==> config.mk <==
export PLATFORM = sky130hd
export DESIGN_NAME = hazard_tracker
export DESIGN_NICKNAME = d
export VERILOG_FILES = /design/src/rtl/hazard_tracker_pkg.sv /design/src/rtl/hazard_slot_reg.sv /design/src/rtl/hazard_tracker.sv
export SDC_FILE = /design/constraint.sdc
export NUM_CORES = 1
export LEC_CHECK = 0
export CAP_MARGIN = 20
export CELL_PAD_IN_SITES_DETAIL_PLACEMENT = 0
export CELL_PAD_IN_SITES_GLOBAL_PLACEMENT = 1
export CORE_ASPECT_RATIO = 0.8
export CORE_MARGIN = 3
export CORE_UTILIZATION = 46
export CTS_CLUSTER_SIZE = 24
export DETAILED_ROUTE_END_ITERATION = 10
export HOLD_SLACK_MARGIN = 0.05
export PLACE_DENSITY = 0.8
export REMOVE_ABC_BUFFERS = 1
export SLEW_MARGIN = 20
export SYNTH_ARGS = -nofsm -noshare
export SYNTH_HDL_FRONTEND = slang
export SYNTH_HIERARCHICAL = 1
export SYNTH_SLANG_ARGS = --single-unit
==> constraint.sdc <==
create_clock -name clk -period 5.16 [get_ports clk]
set_input_delay 1.032 -clock clk [delete_from_list [all_inputs] [get_ports clk]]
set_output_delay 1.032 -clock clk [all_outputs]
set_load 0.02 [all_outputs]
==> src/rtl/hazard_tracker_pkg.sv <==
// Shared types and nearest-producer search for the D/E/M hazard unit.
// Slot fields are sized to the widest supported configuration; narrower ports zero-extend.
package hazard_tracker_pkg;

  localparam int AW_MAX = 8;
  localparam int TW_MAX = 4;

  localparam logic [1:0] FW_NONE = 2'd0;
  localparam logic [1:0] FW_M    = 2'd1;
  localparam logic [1:0] FW_W    = 2'd2;
  localparam logic [1:0] FW_E    = 2'd3;

  typedef struct packed {
    logic [AW_MAX-1:0] a1;
    logic [AW_MAX-1:0] a2;
    logic [AW_MAX-1:0] a3;
    logic              regwe;
    logic [TW_MAX-1:0] tnew;
    logic              md_start;
  } slot_t;

  localparam slot_t SLOT_BUBBLE = '0;

  typedef struct packed {
    logic              hit;
    logic [1:0]        sel;
    logic [TW_MAX-1:0] tnew;
  } match_t;

  function automatic logic produces(input slot_t s, input logic [AW_MAX-1:0] x);
    return s.regwe && (s.a3 == x) && (x != '0);
  endfunction

  // Candidates are given nearest first; a code of FW_NONE marks a slot that is not searched.
  function automatic match_t nearest(input logic [AW_MAX-1:0] x,
                                     input slot_t s0, input logic [1:0] c0,
                                     input slot_t s1, input logic [1:0] c1,
                                     input slot_t s2, input logic [1:0] c2);
    match_t m;
    m = '0;
    if (c2 != FW_NONE && produces(s2, x)) begin
      m.hit = 1'b1; m.sel = c2; m.tnew = s2.tnew;
    end
    if (c1 != FW_NONE && produces(s1, x)) begin
      m.hit = 1'b1; m.sel = c1; m.tnew = s1.tnew;
    end
    if (c0 != FW_NONE && produces(s0, x)) begin
      m.hit = 1'b1; m.sel = c0; m.tnew = s0.tnew;
    end
    return m;
  endfunction

  function automatic logic [1:0] fw_sel(input match_t m);
    return (m.hit && m.tnew == '0) ? m.sel : FW_NONE;
  endfunction

  function automatic logic needs_stall(input match_t m, input logic [TW_MAX-1:0] tuse);
    return m.hit && (m.tnew > tuse);
  endfunction

endpackage

==> src/rtl/hazard_slot_reg.sv <==
// One pipeline tracking slot; optionally ages tnew by one (saturating) as it loads.
// Reset clears to a bubble.
module hazard_slot_reg
  import hazard_tracker_pkg::*;
#(
  parameter bit DEC_ON_LOAD = 1'b1
) (
  input  logic  clk,
  input  logic  reset,
  input  slot_t d,
  output slot_t q
);

  slot_t d_aged;

  always_comb begin
    d_aged = d;
    if (DEC_ON_LOAD && d.tnew != '0) d_aged.tnew = d.tnew - TW_MAX'(1);
  end

  always_ff @(posedge clk) begin
    if (reset) q <= SLOT_BUBBLE;
    else       q <= d_aged;
  end

endmodule

==> src/rtl/hazard_tracker.sv <==
// Tracks E/M/W producers, drives all forwarding selects and the D-stage stall,
// and holds HI/LO users while the mult/div unit is busy.
module hazard_tracker
  import hazard_tracker_pkg::*;
#(
  parameter int REG_AW = 5,
  parameter int TW     = 2,
  parameter int MD_LAT = 5,
  parameter int MD_CW  = 3
) (
  input  logic              clk,
  input  logic              reset,
  input  logic [REG_AW-1:0] id_a1,
  input  logic [REG_AW-1:0] id_a2,
  input  logic [TW-1:0]     id_tuse1,
  input  logic [TW-1:0]     id_tuse2,
  input  logic [REG_AW-1:0] id_a3,
  input  logic [TW-1:0]     id_tnew,
  input  logic              id_regwe,
  input  logic              id_md_use,
  input  logic              id_md_start,
  output logic              stall,
  output logic [1:0]        d1_fw,
  output logic [1:0]        d2_fw,
  output logic [1:0]        e1_fw,
  output logic [1:0]        e2_fw,
  output logic [1:0]        m1_fw,
  output logic [1:0]        m2_fw,
  output logic              md_busy
);

  slot_t d_slot, e_q, m_q, w_q;
  logic [MD_CW-1:0] md_cnt;
  logic [AW_MAX-1:0] a1_x, a2_x;
  match_t md1, md2, me1, me2, mm1, mm2;
  logic unused_fields;

  assign a1_x = AW_MAX'(id_a1);
  assign a2_x = AW_MAX'(id_a2);

  // D operands search E, M, W; E operands search M, W; M operands only W.
  always_comb begin
    md1 = nearest(a1_x,   e_q, FW_E, m_q, FW_M,    w_q,         FW_W);
    md2 = nearest(a2_x,   e_q, FW_E, m_q, FW_M,    w_q,         FW_W);
    me1 = nearest(e_q.a1, m_q, FW_M, w_q, FW_W,    SLOT_BUBBLE, FW_NONE);
    me2 = nearest(e_q.a2, m_q, FW_M, w_q, FW_W,    SLOT_BUBBLE, FW_NONE);
    mm1 = nearest(m_q.a1, w_q, FW_W, SLOT_BUBBLE, FW_NONE, SLOT_BUBBLE, FW_NONE);
    mm2 = nearest(m_q.a2, w_q, FW_W, SLOT_BUBBLE, FW_NONE, SLOT_BUBBLE, FW_NONE);
  end

  assign d1_fw = fw_sel(md1);
  assign d2_fw = fw_sel(md2);
  assign e1_fw = fw_sel(me1);
  assign e2_fw = fw_sel(me2);
  assign m1_fw = fw_sel(mm1);
  assign m2_fw = fw_sel(mm2);

  assign md_busy = (md_cnt != '0) || e_q.md_start;

  assign stall = needs_stall(md1, TW_MAX'(id_tuse1))
               | needs_stall(md2, TW_MAX'(id_tuse2))
               | (id_md_use && md_busy);

  always_comb begin
    d_slot = SLOT_BUBBLE;
    if (!stall) begin
      d_slot.a1       = a1_x;
      d_slot.a2       = a2_x;
      d_slot.a3       = AW_MAX'(id_a3);
      d_slot.regwe    = id_regwe;
      d_slot.tnew     = TW_MAX'(id_tnew);
      d_slot.md_start = id_md_start;
    end
  end

  // tnew is counted from E, so the D->E load does not age it.
  hazard_slot_reg #(.DEC_ON_LOAD(1'b0)) u_slot_e (.clk(clk), .reset(reset), .d(d_slot), .q(e_q));
  hazard_slot_reg #(.DEC_ON_LOAD(1'b1)) u_slot_m (.clk(clk), .reset(reset), .d(e_q),    .q(m_q));
  hazard_slot_reg #(.DEC_ON_LOAD(1'b1)) u_slot_w (.clk(clk), .reset(reset), .d(m_q),    .q(w_q));

  always_ff @(posedge clk) begin
    if (reset)                md_cnt <= '0;
    else if (e_q.md_start)    md_cnt <= MD_CW'(MD_LAT);
    else if (md_cnt != '0)    md_cnt <= md_cnt - MD_CW'(1);
  end

  assign unused_fields = ^{w_q.a1, w_q.a2, w_q.md_start, m_q.md_start};

endmodule

==> results of run 1 <==
==> power by group through the flow <==
stage / combinational (mW) / sequential (mW) / clock [mW]
6_report: 0.404 / 0.701 / 0.633
3_5_place_dp: 0.382 / 0.710 / 0
2_1_floorplan: 0.255 / 0.690 / 0
3_3_place_gp: 0.372 / 0.710 / 0
5_1_grt: 0.444 / 0.708 / 0.674
4_1_cts: 0.391 / 0.699 / 0.644
==> critical path, cell delays in order <==
cell and delay (ps):
dlygate4sd2_1 250, buf_4 170, xnor2_4 140, o211ai_1 140, buf_4 170, nor4_4 270, buf_4 170, nand2_1 70
a31oi_2 220, inv_1 70, ha_1 280, nand2_1 70, o21ai_1 60, nand2_1 110, nor3_2 50, buf_4 150
a211oi_4 230, or2_4 170, buf_6 110
==> timing repair <==
item | in CTS | in global routing
pin swaps | 12 | 21
setup endpoints to repair | 1 | 2
resized for setup | 24 | 28
hold buffers | 0 | 0
buffers inserted | 3 | 8
==> cell type report <==
type                            count  area [µm²]  area share [%]
Clock buffer                        9         225            4.15
Clock inverter                      7        76.3            1.41
Inverter                           12        45.0           0.829
Multi-Input combinational cell    344        2680            49.3
Sequential cell                    75        1500            27.6
Tap cell                          112         140            2.58
Timing Repair Buffer               87         763            14.1
==> routing by layer <==
| layer | part of all wire [%] | vias to the layer above | GRT usage (%) |
|---|---|---|---|
| met5 | 0 | - | 0 |
| met4 | 1.6 | 0 | 6.11 |
| met3 | 6.0 | 17 | 4.46 |
| met2 | 44 | 96 | 30.7 |
| met1 | 48 | 1605 | 28.5 |
| li1 | - | 1671 | - |
==> state kept, by name, summed over array words and instances, names as in the netlist <==
name,flops
u_slot_m/q,29
u_slot_w/q,13
u_slot_e/q,30
md_cnt,3
==> worst paths after layout <==
check,from,to,slack (ps)
setup reg to reg,u_slot_e/q[11],u_slot_e/q[8],1510
hold reg to reg,u_slot_e/q[5],u_slot_m/q[5],470
hold / removal,u_slot_e/q[5],u_slot_m/q[5],470
setup / recovery,id_a1[1],stall,190
==> out/qor.yml, run 1 <==
layout:
  finish.utilization_pct: 62.9
  area_growth_pct: 30.3
  final_common_cell: "dfxtp_1"
  antenna_cells: 0
  final_area_mm2: 0.00543
  finalNonFillerCells: 646
  drive_above_1_share_pct: 26.8
  final_cell_mix: "dfxtp_1 (75), xnor2_1 (48), nor2b_1 (47)"
  fin_nets: 564
  fill_cells: 709
pwr:
  leakagePower_nw: 2.20
  vdd_drop_max_mv: 0.207
  power_density_mw_per_mm2: 320
  p_int_mw: 1.22
  comb_power_share_pct: 23.2
  clockPowerShare_pct: 36.4
  swShare_pct: 29.6
  finalPower_mw: 1.74
  switchingPower_mw: 0.514
  seqPwrFrac_pct: 40.3
grt:
  grt_max_degree: 59
  grt_pass1_vias: 3236
  grt_pass1_wl_um: 16400
  gr-total-overflow: 0
  antenna_found_initial: 0
  track_usage_pct: 20.2
die:
  die_h_um: 91.2
  ios: 40
  die_w_um: 112
  rows: 30
  design.die.area_mm2: 0.0102
  core_mm2: 0.00863
  start_util_pct: 48.3
route:
  routed-via-count: 3389
  drcViolationCount: 0
  wirelength_um: 10400
  vias_per_cell: 5.25
  routedWlPerCell_um: 16.1
  drt_iter0_drc: 169
  ant_nets: 0
  first_pass_iters: 5
sta:
  finalWorstSetupSlack_ps: 193
  finClkSkew_ps: 6.22
  setup_tns_ps: 0
  holdWs_ps: 469
  relSlewSlack_pct: 57.1
  finalHoldViolCount: 0
  worstMarginPinSlew_ps: 643
  timing.final.crit_period_ps: 4970
  fmax_ghz: 0.201
  fin_crit_sh_pct: 96.3
  setup_viol: 0
  slew_viol_final: 0
job:
  maxCapViolations: 0
min_path:
  hold_depth: 1
  hp-class: "reg2reg"
cts:
  numCtsBuffers: 9
  htreeDepth: 3
  root_buffer: "clkbuf_16"
  cts.sinks: 75
  cts_buffer_depth: 2
  clkLatencyLatePin_ps: 340
  cts.clk_slew.worst_paths_ps: 60
  cts_tree: "done"
logic_synthesis:
  synth_warnings: 6
  syn_inst: 444
  syn_avg_cell_area_um2: 9.39
  synth_area_mm2: 0.00417
worst_setup_path:
  critPathRequiredTime_ps: 4130
  crit_arrival_ps: 3930
  startpoint_type: "input pin"
  path_max_fanout: 4
  reg2regPathDepth: 13
  path_class: "in2out"
  worstSetupEndpointType: "output port"
placed_design:
  dp_cells: 619
  dp_hpwl_um: 7510
  gp_congestion: 0.882
  port_buffers: 37
  place_ws_ps: -615
  placed_area_mm2: 0.00487
status:
  outcome: "finished clean"
Power figures use the tool's default switching activity.
==> inputs of run 2 (changes only) <==
CORE_MARGIN = not set   (was 3)
==> run 2 against run 1 <==
Non-clock buffer count down 4. Flip-flop and latch count did not move. Setup slack improved by 61 ps. Cell count decreased by 0.62%. Combinational power decreased by 4%. Sequential share of layout area grew 0.40 points. Clock skew rose by 0.73 ps. Via count decreased by 1.8%. Clock-buffer cell count is the same. Hold slack got worse by 7.1 ps. Utilization shrank 0.90 points. Critical path depth down 3. Highest routed layer unchanged.
==> out/qor.yml, run 2 (synthesis gave the netlist of run 1 again) <==
status:
  outcome: "finished clean"
layout:
  largest_register_ffs: 30
  reg.largest.list: "u_slot_e/q x30, u_slot_m/q x29, u_slot_w/q x13"
  final_cell_mix: "dfxtp_1 (75), xnor2_1 (48), nor2b_1 (47)"
  drive_above_1_share_pct: 25.1
  regMostFlops: "u_slot_e/q"
  antenna_cells: 0
  fin_nets: 560
  final_common_cell: "dfxtp_1"
  finalNonFillerCells: 642
  area_growth_pct: 28.4
sta:
  fmax_ghz: 0.204
  finClkSkew_ps: 6.95
  timing.final.crit_period_ps: 4910
  rsz0062_at_grt: "no"
  setup_viol: 0
  worstMarginPinSlew_ps: 903
  slew_viol_final: 0
  finalHoldViolCount: 0
  relSlewSlack_pct: 39.8
  fin_crit_sh_pct: 95.1
cts:
  htreeDepth: 3
  cts.clk_slew.worst_paths_ps: 70
  numCtsBuffers: 9
  clkLatencyLatePin_ps: 330
  root_buffer: "clkbuf_16"
  cts_buffer_depth: 2
  cts_tree: "done"
  hold_buffers: 0
  cts.sinks: 75
worst_setup_path:
  path_max_fanout: 3
  crit_arrival_ps: 3870
  path_delay_family: "simple AND/OR/NAND/NOR gates"
  crit_chain: "clkbuf_2 -> buf_6 -> buf_4 -> xor2_1 -> nor3_1 -> buf_4 -> nand4_1 -> o211ai_1 -> and2_1 -> ha_1 -> nor2b_1 -> o21ai_1 -> or4b_1 -> o211a_1 -> or2_4 -> buf_6"
  worstSetupEndpointType: "output port"
  crit_start: "id_a2[3]"
  path_class: "in2out"
  critPathRequiredTime_ps: 4130
  reg2reg_from: "u_slot_w/q[11]"
  slowest_stage: "or4b_1"
  critPathBufInv: 5
  startpoint_type: "input pin"
  critPathMaxStageDelay_ps: 460
die:
  rows: 30
  die_h_um: 87.2
  ios: 40
  core_mm2: 0.00863
  start_util_pct: 48.3
  die_w_um: 108
  design.die.area_mm2: 0.00945
grt:
  grt_pass1_wl_um: 16200
  grt_max_degree: 82
  antenna_found_initial: 0
  track_usage_pct: 22.6
  gr-total-overflow: 0
  grt_pass1_vias: 3177
pwr:
  vdd_drop_max_mv: 0.170
  leakagePower_nw: 2.18
  power_density_mw_per_mm2: 316
  finalPower_mw: 1.69
route:
  vias_per_cell: 5.18
  drt_iter0_drc: 170
  drcViolationCount: 0
  ant_nets: 0
  wirelength_um: 9990
  routed-via-count: 3328
  first_pass_iters: 5
  routedWlPerCell_um: 15.6
placed_design:
  dp_cells: 617
  port_buffers: 37
  dp_hpwl_um: 7220
  gp_congestion: 0.919
min_path:
  hp-class: "reg2reg"
  hold_start: "u_slot_e/q[5]"
job:
  maxCapViolations: 0
==> run 2: metrics by stage <==
stage / util, % / setup TNS (ps) / cell area [µm²] / hold slack (ps) / setup slack, ps
2_1_floorplan: - / -779 / 4060 / 430 / -779
3_3_place_gp: 56.2 / -471 / 4850 / 449 / -471
3_5_place_dp: 56.2 / -505 / 4850 / 451 / -505
4_1_cts: 60.9 / 0 / 5260 / 464 / 11.7
5_1_grt: 62.0 / 0 / 5350 / 479 / 123
6_report: 62.0 / 0 / 5350 / 462 / 254
==> run 2: layer usage <==
metal | global-route usage [%] | share of wire (%)
met5 | 0 | 0
met4 | 5.65 | 0.71
met3 | 4.04 | 6.6
met2 | 34.3 | 44
met1 | 32.8 | 48
==> run 2: worst paths after layout <==
path / to / slack, ps / cells after the start
worst max-delay path: stall / 250 / 16
worst min-delay path: u_slot_m/q[5] / 460 / 1
worst max register to register: u_slot_e/q[6] / 1430 / 14
worst min register to register: u_slot_m/q[5] / 460 / 1
==> run 2: cell type report <==
class | count | area [µm²]
Fill cell | 755 | 3280
Clock inverter | 7 | 67.6
Timing Repair Buffer | 83 | 737
Clock buffer | 9 | 225
Tap cell | 112 | 140
Sequential cell | 75 | 1500
Inverter | 12 | 45.0
Multi-Input combinational cell | 344 | 2640
==> run 2: report_power, final <==
part	switching [mW]	leakage, nW	internal (mW)	total [mW]
sequential	0.0657	0.619	0.634	0.699
combinational	0.183	1.42	0.206	0.389
clock	0.267	0.142	0.340	0.606
total	0.515	2.18	1.18	1.69
==> run 2: repair_timing <==
action | 4_1_cts | 5_1_grt
pin swaps | 12 | 15
buffers inserted | 6 | 3
setup endpoints to repair | 1 | 1
resized for setup | 24 | 20
==> inputs of run 3 (changes only) <==
CORE_UTILIZATION = 38   (was 46)
PLACE_DENSITY = 0.68   (was 0.8)
==> run 3 against run 2 <==
Fmax shrank 2.3%. Utilization down 10 points. Non-clock buffer count up 2. Clock skew down 1.7 ps. Die area is 21% higher. Critical path type unchanged. Critical endpoint unchanged.
==> out/qor.yml, run 3 (synthesis gave the netlist of run 1 again) <==
status:
  outcome: "finished clean"
layout:
  area_growth_pct: 30.1
  reg.largest.list: "u_slot_e/q x30, u_slot_m/q x29, u_slot_w/q x13"
  fin_nets: 562
  drive_above_1_share_pct: 26.2
  regMostFlops: "u_slot_e/q"
  largest_register_ffs: 30
  antenna_cells: 0
  final_cell_mix: "dfxtp_1 (75), nor2b_1 (47), xnor2_1 (46)"
  final_common_cell: "dfxtp_1"
  finish.utilization_pct: 51.9
die:
  die_w_um: 119
  start_util_pct: 39.9
  ios: 40
  design.die.area_mm2: 0.0114
  die_h_um: 95.7
  core_mm2: 0.0104
  rows: 33
sta:
  worstMarginPinSlew_ps: 877
  setup_tns_ps: 0
  slew_viol_final: 0
  finalHoldViolCount: 0
  finalWorstSetupSlack_ps: 136
  timing.final.crit_period_ps: 5020
  relSlewSlack_pct: 41.5
  finClkSkew_ps: 5.27
  fin_crit_sh_pct: 97.4
  setup_viol: 0
  fmax_ghz: 0.199
grt:
  antenna_found_initial: 0
  grt_pass1_vias: 3219
  gr-total-overflow: 0
  track_usage_pct: 19.5
  grt_pass1_wl_um: 16800
  grt_max_degree: 42
pwr:
  finalPower_mw: 1.66
  leakagePower_nw: 2.16
  vdd_drop_max_mv: 0.166
  power_density_mw_per_mm2: 307
placed_design:
  gp_congestion: 0.800
  port_buffers: 37
  dp_hpwl_um: 7930
  place_ws_ps: -548
worst_setup_path:
  path_max_fanout: 5
  crit_arrival_ps: 3990
  startpoint_type: "input pin"
  critPathRequiredTime_ps: 4130
  path_class: "in2out"
  worstSetupEndpointType: "output port"
  reg2regPathDepth: 13
route:
  ant_nets: 0
  first_pass_iters: 4
  drt_iter0_drc: 188
  routed-via-count: 3337
  vias_per_cell: 4.97
  drcViolationCount: 0
  wirelength_um: 10700
  routedWlPerCell_um: 15.9
cts:
  clkLatencyLatePin_ps: 330
  cts.sinks: 75
  htreeDepth: 3
  root_buffer: "clkbuf_16"
  cts_buffer_depth: 2
  cts_tree: "done"
  cts.clk_slew.worst_paths_ps: 50
  numCtsBuffers: 9
  hold_buffers: 0
job:
  maxCapViolations: 0
min_path:
  hp-class: "reg2reg"
  hold_depth: 1
-- run 3: worst max-delay path, stage by stage --
cell           delay, ps
dlygate4sd2_1        260
or4_4                530
or2_4                260
nand4_1              240
nor2_2               100
a31oi_4              150
ha_1                 250
nor2b_1              140
o21ai_2              130
nand2_2               80
buf_4                140
nor3_4               200
a211oi_4              80
or2_4                250
buf_6                130
-- run 3: final cells by class --
cell class | instances | area [µm²]
timing repair buffer | 85 | 754
fill | 972 | 5020
tap | 140 | 175
multi-input combinational | 344 | 2690
inverter | 12 | 45.0
clock inverter | 2 | 13.8
sequential | 75 | 1500
clock buffer | 13 | 240
-- run 3: power breakdown --
part	leakage [nW]	internal, mW	switching, mW	total, mW
clock network	0.124	0.323	0.233	0.556
registers	0.619	0.634	0.0685	0.702
logic	1.42	0.216	0.190	0.406
total	2.16	1.17	0.491	1.66
-- run 3: repair_timing --
item,in CTS,in global routing
endpoints found under the setup margin,1,1
setup buffers,1,4
pin swaps,14,18
gates resized for setup,23,32
-- run 3: metrics by stage --
stage	cells	instance area (µm²)	hold slack, ps
6_report	671	5420	456
4_1_cts	667	5240	460
3_3_place_gp	651	4940	454
5_1_grt	671	5420	470
2_1_floorplan	431	4060	430
3_5_place_dp	651	4940	447
-- run 3: metal layers --
layer	GRT usage [%]	wire length, µm	vias to the layer above	share of wire (%)
met5	0	0	-	0
met4	6.75	103	0	0.96
met3	3.95	598	8	5.6
met2	30.0	4710	80	44
met1	27.0	5280	1583	49
li1	-	-	1666	-
-- run 3: path summary, 6_finish.rpt --
| check | from | to | slack [ps] |
|---|---|---|---|
| setup / recovery | id_a1[1] | stall | 140 |
| hold / removal | u_slot_e/q[5] | u_slot_m/q[5] | 460 |
| setup reg to reg | u_slot_w/q[11] | u_slot_e/q[5] | 1530 |
| hold reg to reg | u_slot_e/q[5] | u_slot_m/q[5] | 460 |
